--- src/rtl/id_ex_operand_stage_pkg.sv ---
// id_ex_operand_stage_pkg: ALU control codes, aluop/funct constants and forwarding helper.
package id_ex_operand_stage_pkg;
  localparam logic [2:0] ALU_AND = 3'b000;
  localparam logic [2:0] ALU_OR  = 3'b001;
  localparam logic [2:0] ALU_ADD = 3'b010;
  localparam logic [2:0] ALU_XOR = 3'b011;
  localparam logic [2:0] ALU_NOR = 3'b100;
  localparam logic [2:0] ALU_SRL = 3'b101;
  localparam logic [2:0] ALU_SUB = 3'b110;
  localparam logic [2:0] ALU_SLT = 3'b111;
  localparam logic [1:0] OP_ADD   = 2'b00;
  localparam logic [1:0] OP_SUB   = 2'b01;
  localparam logic [1:0] OP_RTYPE = 2'b10;
  localparam logic [1:0] OP_OR    = 2'b11;
  localparam logic [5:0] F_ADD = 6'b100000;
  localparam logic [5:0] F_SUB = 6'b100010;
  localparam logic [5:0] F_AND = 6'b100100;
  localparam logic [5:0] F_OR  = 6'b100101;
  localparam logic [5:0] F_XOR = 6'b100110;
  localparam logic [5:0] F_NOR = 6'b100111;
  localparam logic [5:0] F_SRL = 6'b000010;
  localparam logic [5:0] F_SLT = 6'b101010;
  // EX/MEM beats MEM/WB; r0 is hardwired and never forwarded.
  function automatic logic [31:0] fwd_sel(
    input logic en, input logic [4:0] addr, input logic [31:0] raw,
    input logic xw, input logic [4:0] xrd, input logic [31:0] xres,
    input logic ww, input logic [4:0] wrd, input logic [31:0] wdata);
    return !en || addr == 5'd0 ? raw :
           xw && xrd == addr ? xres :
           ww && wrd == addr ? wdata : raw;
  endfunction
endpackage

--- src/rtl/id_ex_operand_stage_alu_ctr_decode.sv ---
// alu_ctr_decode: maps aluop/funct to the 3-bit ALU control code and flags unknown R-type functs.
module alu_ctr_decode
  import id_ex_operand_stage_pkg::*;
(
  input  logic [1:0] aluop,
  input  logic [5:0] funct,
  output logic [2:0] alu_ctr,
  output logic       illegal
);
  always_comb begin
    alu_ctr = ALU_ADD;
    illegal = 1'b0;
    case (aluop)
      OP_SUB: alu_ctr = ALU_SUB;
      OP_OR:  alu_ctr = ALU_OR;
      OP_RTYPE:
        case (funct)
          F_ADD:   alu_ctr = ALU_ADD;
          F_SUB:   alu_ctr = ALU_SUB;
          F_AND:   alu_ctr = ALU_AND;
          F_OR:    alu_ctr = ALU_OR;
          F_XOR:   alu_ctr = ALU_XOR;
          F_NOR:   alu_ctr = ALU_NOR;
          F_SRL:   alu_ctr = ALU_SRL;
          F_SLT:   alu_ctr = ALU_SLT;
          default: illegal = 1'b1;
        endcase
      default: alu_ctr = ALU_ADD;
    endcase
  end
endmodule

--- src/rtl/id_ex_operand_stage.sv ---
// id_ex_operand_stage: ID/EX pipeline register with operand forwarding and ALU control decode.
module id_ex_operand_stage
  import id_ex_operand_stage_pkg::*;
#(
  parameter bit FWD_EN = 1'b1
) (
  input  logic        clk,
  input  logic        rst,
  input  logic        stall,
  input  logic        flush,
  input  logic        in_valid,
  input  logic        in_regwrite,
  input  logic        in_alusrc,
  input  logic [1:0]  in_aluop,
  input  logic [5:0]  in_funct,
  input  logic [4:0]  in_rs_addr,
  input  logic [4:0]  in_rt_addr,
  input  logic [4:0]  in_rd_addr,
  input  logic [31:0] in_rs_data,
  input  logic [31:0] in_rt_data,
  input  logic [31:0] in_imm,
  input  logic        exmem_regwrite,
  input  logic [4:0]  exmem_rd,
  input  logic [31:0] exmem_res,
  input  logic        memwb_regwrite,
  input  logic [4:0]  memwb_rd,
  input  logic [31:0] memwb_data,
  output logic [31:0] A,
  output logic [31:0] B,
  output logic [2:0]  ALU_Ctr,
  output logic        ex_valid,
  output logic        ex_regwrite,
  output logic        ex_illegal,
  output logic [4:0]  ex_rd,
  output logic [31:0] ex_store_data
);
  logic [31:0] rs_fwd, rt_fwd;
  logic [2:0]  ctr;
  logic        illegal;
  assign rs_fwd = fwd_sel(FWD_EN, in_rs_addr, in_rs_data, exmem_regwrite, exmem_rd, exmem_res,
                          memwb_regwrite, memwb_rd, memwb_data);
  assign rt_fwd = fwd_sel(FWD_EN, in_rt_addr, in_rt_data, exmem_regwrite, exmem_rd, exmem_res,
                          memwb_regwrite, memwb_rd, memwb_data);
  alu_ctr_decode u_dec (.aluop(in_aluop), .funct(in_funct), .alu_ctr(ctr), .illegal(illegal));
  // Reset, flush and an invalid slot all load the same bubble; flush beats stall.
  always_ff @(posedge clk) begin
    if (rst || flush || (!stall && !in_valid)) begin
      A             <= '0;
      B             <= '0;
      ex_store_data <= '0;
      ALU_Ctr       <= ALU_ADD;
      ex_rd         <= '0;
      ex_valid      <= 1'b0;
      ex_regwrite   <= 1'b0;
      ex_illegal    <= 1'b0;
    end else if (!stall) begin
      A             <= rs_fwd;
      B             <= in_alusrc ? in_imm : rt_fwd;
      ex_store_data <= rt_fwd;
      ALU_Ctr       <= ctr;
      ex_rd         <= in_rd_addr;
      ex_valid      <= 1'b1;
      ex_regwrite   <= in_regwrite && !illegal;
      ex_illegal    <= illegal;
    end
  end
endmodule

--- config.mk ---
export PLATFORM = sky130hd
export DESIGN_NAME = id_ex_operand_stage
export DESIGN_NICKNAME = d
export VERILOG_FILES = /design/src/rtl/id_ex_operand_stage_pkg.sv /design/src/rtl/id_ex_operand_stage_alu_ctr_decode.sv /design/src/rtl/id_ex_operand_stage.sv
export SDC_FILE = /design/constraint.sdc
export NUM_CORES = 1
export LEC_CHECK = 0
export CORE_UTILIZATION = 30
export DETAILED_ROUTE_END_ITERATION = 12
export PLACE_DENSITY_LB_ADDON = 0.25
export SETUP_SLACK_MARGIN = 0.1
export SLEW_MARGIN = 20
export SYNTH_ARGS = -nofsm -noshare
export SYNTH_HDL_FRONTEND = slang
export SYNTH_HIERARCHICAL = 1
export SYNTH_SLANG_ARGS = --single-unit
--- constraint.sdc ---
create_clock -name clk -period 2.4 [get_ports clk]
set_input_delay 0.24 -clock clk [delete_from_list [all_inputs] [get_ports clk]]
set_output_delay 0.24 -clock clk [all_outputs]
set_load 0.02 [all_outputs]
== Yosys cells after proc, flatten, opt, wreduce, memory -nomap -nowiden ==
Cells that the tools add are included.

* Memories: 0
* Output and inout port bits: 107
* Bits in writable memories: 0
* Word-level logic and storage cells: 48
* Flip-flop bits (word level): 107
* Bits in latches: 0
* Input port bits: 202
* Memory bits (read-only): 0

* Divide/modulo/power cells: 0
* Reductions and logical operators: 14
* Magnitude comparators: 0
* Multiply operators: 0
* Shifts and indexed selects: 0
* Multiplexer cells: 11
* Bitwise gates (word level): 0
* Eq/ne operators: 15
* Add/sub/neg operators: 0

{| class="wikitable"
|+ Operators by type and width
! kind !! number
|-
| 32-bit 2-to-1 mux || 7
|-
| 6-bit == test (second input constant) || 7
|-
| 3-bit one-hot mux with 7 select lines || 1
|-
| 5-bit == test || 4
|-
| 5-bit logical NOT || 2
|-
| 3-bit one-hot mux with 3 select lines || 1
|-
| 8-bit OR reduction || 1
|-
| 6-bit by 2-bit == test with 1-bit output (second input constant) || 1
|-
| 1-bit logical AND || 6
|-
| 2-bit == test (second input constant) || 2
|-
| 1-bit logical NOT || 3
|-
| 2-bit by 1-bit == test with 1-bit output (second input constant) || 1
|-
| 1-bit logical OR || 2
|-
| 1-bit 2-to-1 mux || 2
|}

== Longest topological paths before layout ==
* Word-level depth: 6
* Gate-level depth with buffers: 9
* Mapped depth without buffers: 7

== Modules after synthesis ==
The synthesis kept the hierarchy.

{| class="wikitable"
|+ By module, submodules not included
! module !! area an instance (µm²) !! times used !! sequential area each (µm²) !! cells each
|-
| id_ex_operand_stage || 6236.0 || 1 || 2142.1 || 773
|-
| alu_ctr_decode || 146.4 || 1 || 0.0 || 22
|}

== Least setup slack after synthesis ==
OpenSTA, ideal clock, no wires.

* Kind: input to register
* Start: input in_rt_addr[2]
* End: register B[10]
* Data required time: 2.319 ns
* Library setup time: 0.081 ns
* Stages on the path: 9
* Arrival time: 1.792 ns
* Buffers on the path: 3
* Slack: 0.527 ns
* Cell sequence: xnor2_1 -> nand4_1 -> or2_1 -> clkbuf_1 -> a22o_1 -> buf_6 -> buf_6 -> a221o_1 -> a211oi_2

* Word-level cells in the longest chain between the ends: 6
* Elaborated cells between the ends (all ways): 9
* Those cells by class: eq/ne (2); mux (4); reduce/logical (3)

{| class="wikitable"
|+ Ends and longest elaborated chain
! what !! line !! text
|-
| start: declaration || id_ex_operand_stage.sv:17 || <nowiki>input logic [4:0] in_rt_addr,</nowiki>
|-
| 5-bit == test || id_ex_operand_stage_pkg.sv:30 || <nowiki>ww && wrd == addr ? wdata : raw;</nowiki>
|-
| 1-bit logical AND || id_ex_operand_stage_pkg.sv:30 ||
|-
| 32-bit 2-to-1 mux || id_ex_operand_stage_pkg.sv:30 ||
|-
| 32-bit 2-to-1 mux || id_ex_operand_stage_pkg.sv:29 || <nowiki>xw && xrd == addr ? xres :</nowiki>
|-
| 32-bit 2-to-1 mux (*) || id_ex_operand_stage_pkg.sv:28 || <nowiki>return !en || addr == 5'd0 ? raw :</nowiki>
|-
| 32-bit 2-to-1 mux (*) || id_ex_operand_stage.sv:58 || <nowiki>B <= in_alusrc ? in_imm : rt_fwd;</nowiki>
|-
| end signal: assignment || id_ex_operand_stage.sv:58 ||
|-
| end: declaration || id_ex_operand_stage.sv:29 || <nowiki>output logic [31:0] B,</nowiki>
|}

Every way passes the cells marked *; elsewhere a longest branch is shown, timed or not.
A chain may end at the register's enable or synchronous reset.

== Final worst setup path ==
* Start: input in_rt_addr[0]
* End: register B[14]

The elaborated chain is that of the path after synthesis.

==> run_results.csv <==
group,metric,value,unit
run_status,status,"complete, no violations",
setup_path,cp.required,2.67,ns
drt,drc_errors,0,
finish,n_antenna_cell,0,
setup_path,critPathTopFamily,"compound AO/OA/AOI/OAI gates",
setup_path,slowest_delay,0.48,ns
die,chipHeight,147.9,um
timing,rsz0062_at_grt,"yes",
min_path,hold_path_depth,3,
clock_tree,cts.path.max_buffers,2,
drt,drt_wl_total,26.56,mm
yosys,syn-num-nets,997,
drt,firstDrtPassIters,5,
die,core-area,0.02056,sq mm
finish,drive_gt1_share,9.564,%
die,die_w,147.9,um
yosys,syn_inst,795,
clock_tree,insertion_delay,0.35,ns
yosys,async_flop_share,0,%
power,p_total,4.593,mW
yosys,netlist_top_cells_area,"dfxtp_1 (34%), a221o_1 (10%), a21oi_1 (7.7%), a211oi_2 (5.5%), nand3_1 (5.1%)",
yosys,synth_seq_cells,107,
global_routing,grt_overflow_total,0,
setup_path,crit_start,"in_rt_addr[0]",
setup_path,reg2reg_from,"A[26]$_SDFFE_PP0N_",
finish,design_area,0.01019,sq mm
yosys,synth_edf_count,0,
clock_tree,cts_tree,"yes",
placed_design,dpl.hpwl,19.12,mm
clock_tree,root_buffer,"clkbuf_16",
drt,ant_nets,0,
global_routing,track_usage,23.80,%
power,leakage,3.631,nW
finish,finish.utilization,49.56,%
timing,setup_viol,0,
global_routing,grt_max_degree,116,
global_routing,grt_pass1_wl,40.39,mm
setup_path,worstSetupPathType,"primary input to register",
finish,layoutNonFillerInstCount,1347,
setup_path,path_buf_inv,3,
finish,n_fill_cell,2061,
yosys,synthFlopType,"dfxtp_1",
setup_path,reg2reg_depth,2,
timing,fin_crit,2.258,ns
clock_tree,cts_sinks,107,
setup_path,crit_path_end_kind,"register",
setup_path,cp_max_fo,39,
yosys,synth-seq-area-share,33.56,%
clock_tree,htreeDepth,3,
timing,slew_headroom,66.04,%
placed_design,placed_cell_area,0.009886,sq mm
yosys,synthTopCellsByCount,"dfxtp_1 (107), a21oi_1 (98), clkbuf_1 (79), inv_1 (67), nand3_1 (65)",
yosys,yosysMostFrequentCell,"dfxtp_1",
power,power.density,450.8,mW/mm^2
min_path,min_from,"stall",
setup_path,start_kind,"primary input",
timing,finalHoldViolCount,0,
timing,clock_skew,0,ns
yosys,yosysUniqueCellTypes,40,
setup_path,slowest_stage,"clkdlybuf4s50_1",
power,vdd_ir_drop_max,0.3303,mV
timing,slew_viol_final,0,
timing,worst_slew_pin_slew,0.5094,ns
timing,fin_tns_setup,0,ns
yosys,synth_top_area_share,33.56,%
drt,drt_iter0_markers,487,
min_path,hold_path_class,"primary input to register",
die,die_area,0.02186,sq mm
job,cap_violations,0,
finish,fin_nets,1274,
global_routing,grt_pass1_vias,7235,
clock_tree,cts_setup_buffers,0,
placed_design,place_congestion,0.8665,
global_routing,antenna_found_initial,0,
yosys,syn_avg_cell_area,8.028,sq um
die,initial_core_util,31.04,%
drt,via_per_inst,5.436,
yosys,yosys_warnings,6,
clock_tree,path_clk_slew,0.08,ns
placed_design,port_buffers,308,
die,ios,309,
clock_tree,numCtsBuffers,9,
timing,fin_crit_sh,94.07,%
placed_design,dp.cells,1331,
setup_path,cp.arrival,2.53,ns
yosys,syn-cell-area,0.006382,sq mm
finish,syn_to_final_growth,59.64,%
drt,wl_per_cell,19.72,um
yosys,synth_area_leader_cell,"dfxtp_1",
timing,fmax,442.9,MHz
setup_path,cp_num_cells,9,
setup_path,path_cells,"clkdlybuf4s50_1 -> xor2_1 -> nor4_2 -> buf_4 -> nand2_1 -> a22o_2 -> buf_12 -> a221o_1 -> a211oi_2",
drt,vias,7322,
die,floorplan.rows,52,
==> cell type report <==
class / count / area, sq um / share of cell area, %
multi-input cells: 533 / 3638 / 35.71
repair buffers: 354 / 3533 / 34.68
flip-flops and latches: 107 / 2142 / 21.02
well taps: 270 / 337.8 / 3.316
inverters: 67 / 251.5 / 2.468
clock buffers: 9 / 225.2 / 2.210
clock inverters: 7 / 60.06 / 0.5895
==> power breakdown <==
group / total, mW / switching, mW / internal, mW
logic: 1.23 / 0.580 / 0.645
registers: 1.87 / 0.0343 / 1.84
clock network: 1.50 / 0.772 / 0.726
==> through the flow <==
step | hold WS, ns | setup WS, ns
after floorplan | 0.3839 | 0.5269
after global placement | 0.4384 | -0.2197
after detailed placement | 0.4457 | -0.2682
after CTS | 0.2169 | 0.1587
after global routing | 0.2471 | 0.07235
final | 0.2281 | 0.1423
==> state kept, by name, summed over array words and instances, names as in the netlist <==
register	count
B	32
ALU_Ctr	3
ex_valid	1
A	32
ex_store_data	32
ex_regwrite	1
ex_illegal	1
ex_rd	5
==> per-layer routing <==
| layer | wire length (um) | track usage, % | share of wire [%] | vias up |
|---|---|---|---|---|
| met5 | 0 | 0 | 0 | - |
| li1 | - | - | - | 3530 |
| met4 | 597 | 7.629 | 2.2 | 0 |
| met3 | 2490 | 6.265 | 9.4 | 31 |
| met2 | 12550 | 40.64 | 47 | 341 |
| met1 | 10930 | 28.97 | 41 | 3420 |
==> worst paths after layout <==
path | to | slack (ns)
worst max register to register | A[26]$_SDFFE_PP0N_ | 1.60
worst min register to register | ex_valid$_SDFFE_PP0N_ | 0.45
worst min-delay path | ex_rd[2]$_SDFFE_PP0N_ | 0.23
worst max-delay path | B[14]$_SDFFE_PP0N_ | 0.14
==> layout by cell type (no fill, tap or decap), types with 8 or more instances in the layout <==
cell type	instances
clkdlybuf4s50_1	304
dfxtp_1	107
a21oi_1	98
inv_1	67
nand3_1	64
a221o_1	64
nand2_1	37
buf_4	37
o21ai_0	33
o211ai_1	33
a221oi_1	33
nor2b_1	33
o22ai_1	32
a211oi_2	28
nor2_1	15
xnor2_1	13
clkbuf_16	9
xor2_1	8
mux2i_1	8
buf_12	8
==> logic make-up after synthesis <==
kind of cell	synth area share, %
mux	1.255
buf+inv	9.939
compound gates	38.78
xor+xnor	2.882
simple gates	13.59
flops	33.56
==> tightest hold or removal path, cell delays in order <==
cell and delay, ns:
buf_6 0.15, mux2i_1 0.09, nor2_1 0.07
==> timing repair <==
item | 4_1_cts | 5_1_grt
endpoints found under the hold margin | 0 | 0
hold buffers | 0 | 0
endpoints found under the setup margin | 1 | 19
pin swaps | 0 | 4
resized for setup | 1 | 4
Note: power is estimated with default switching activity, not from simulation.
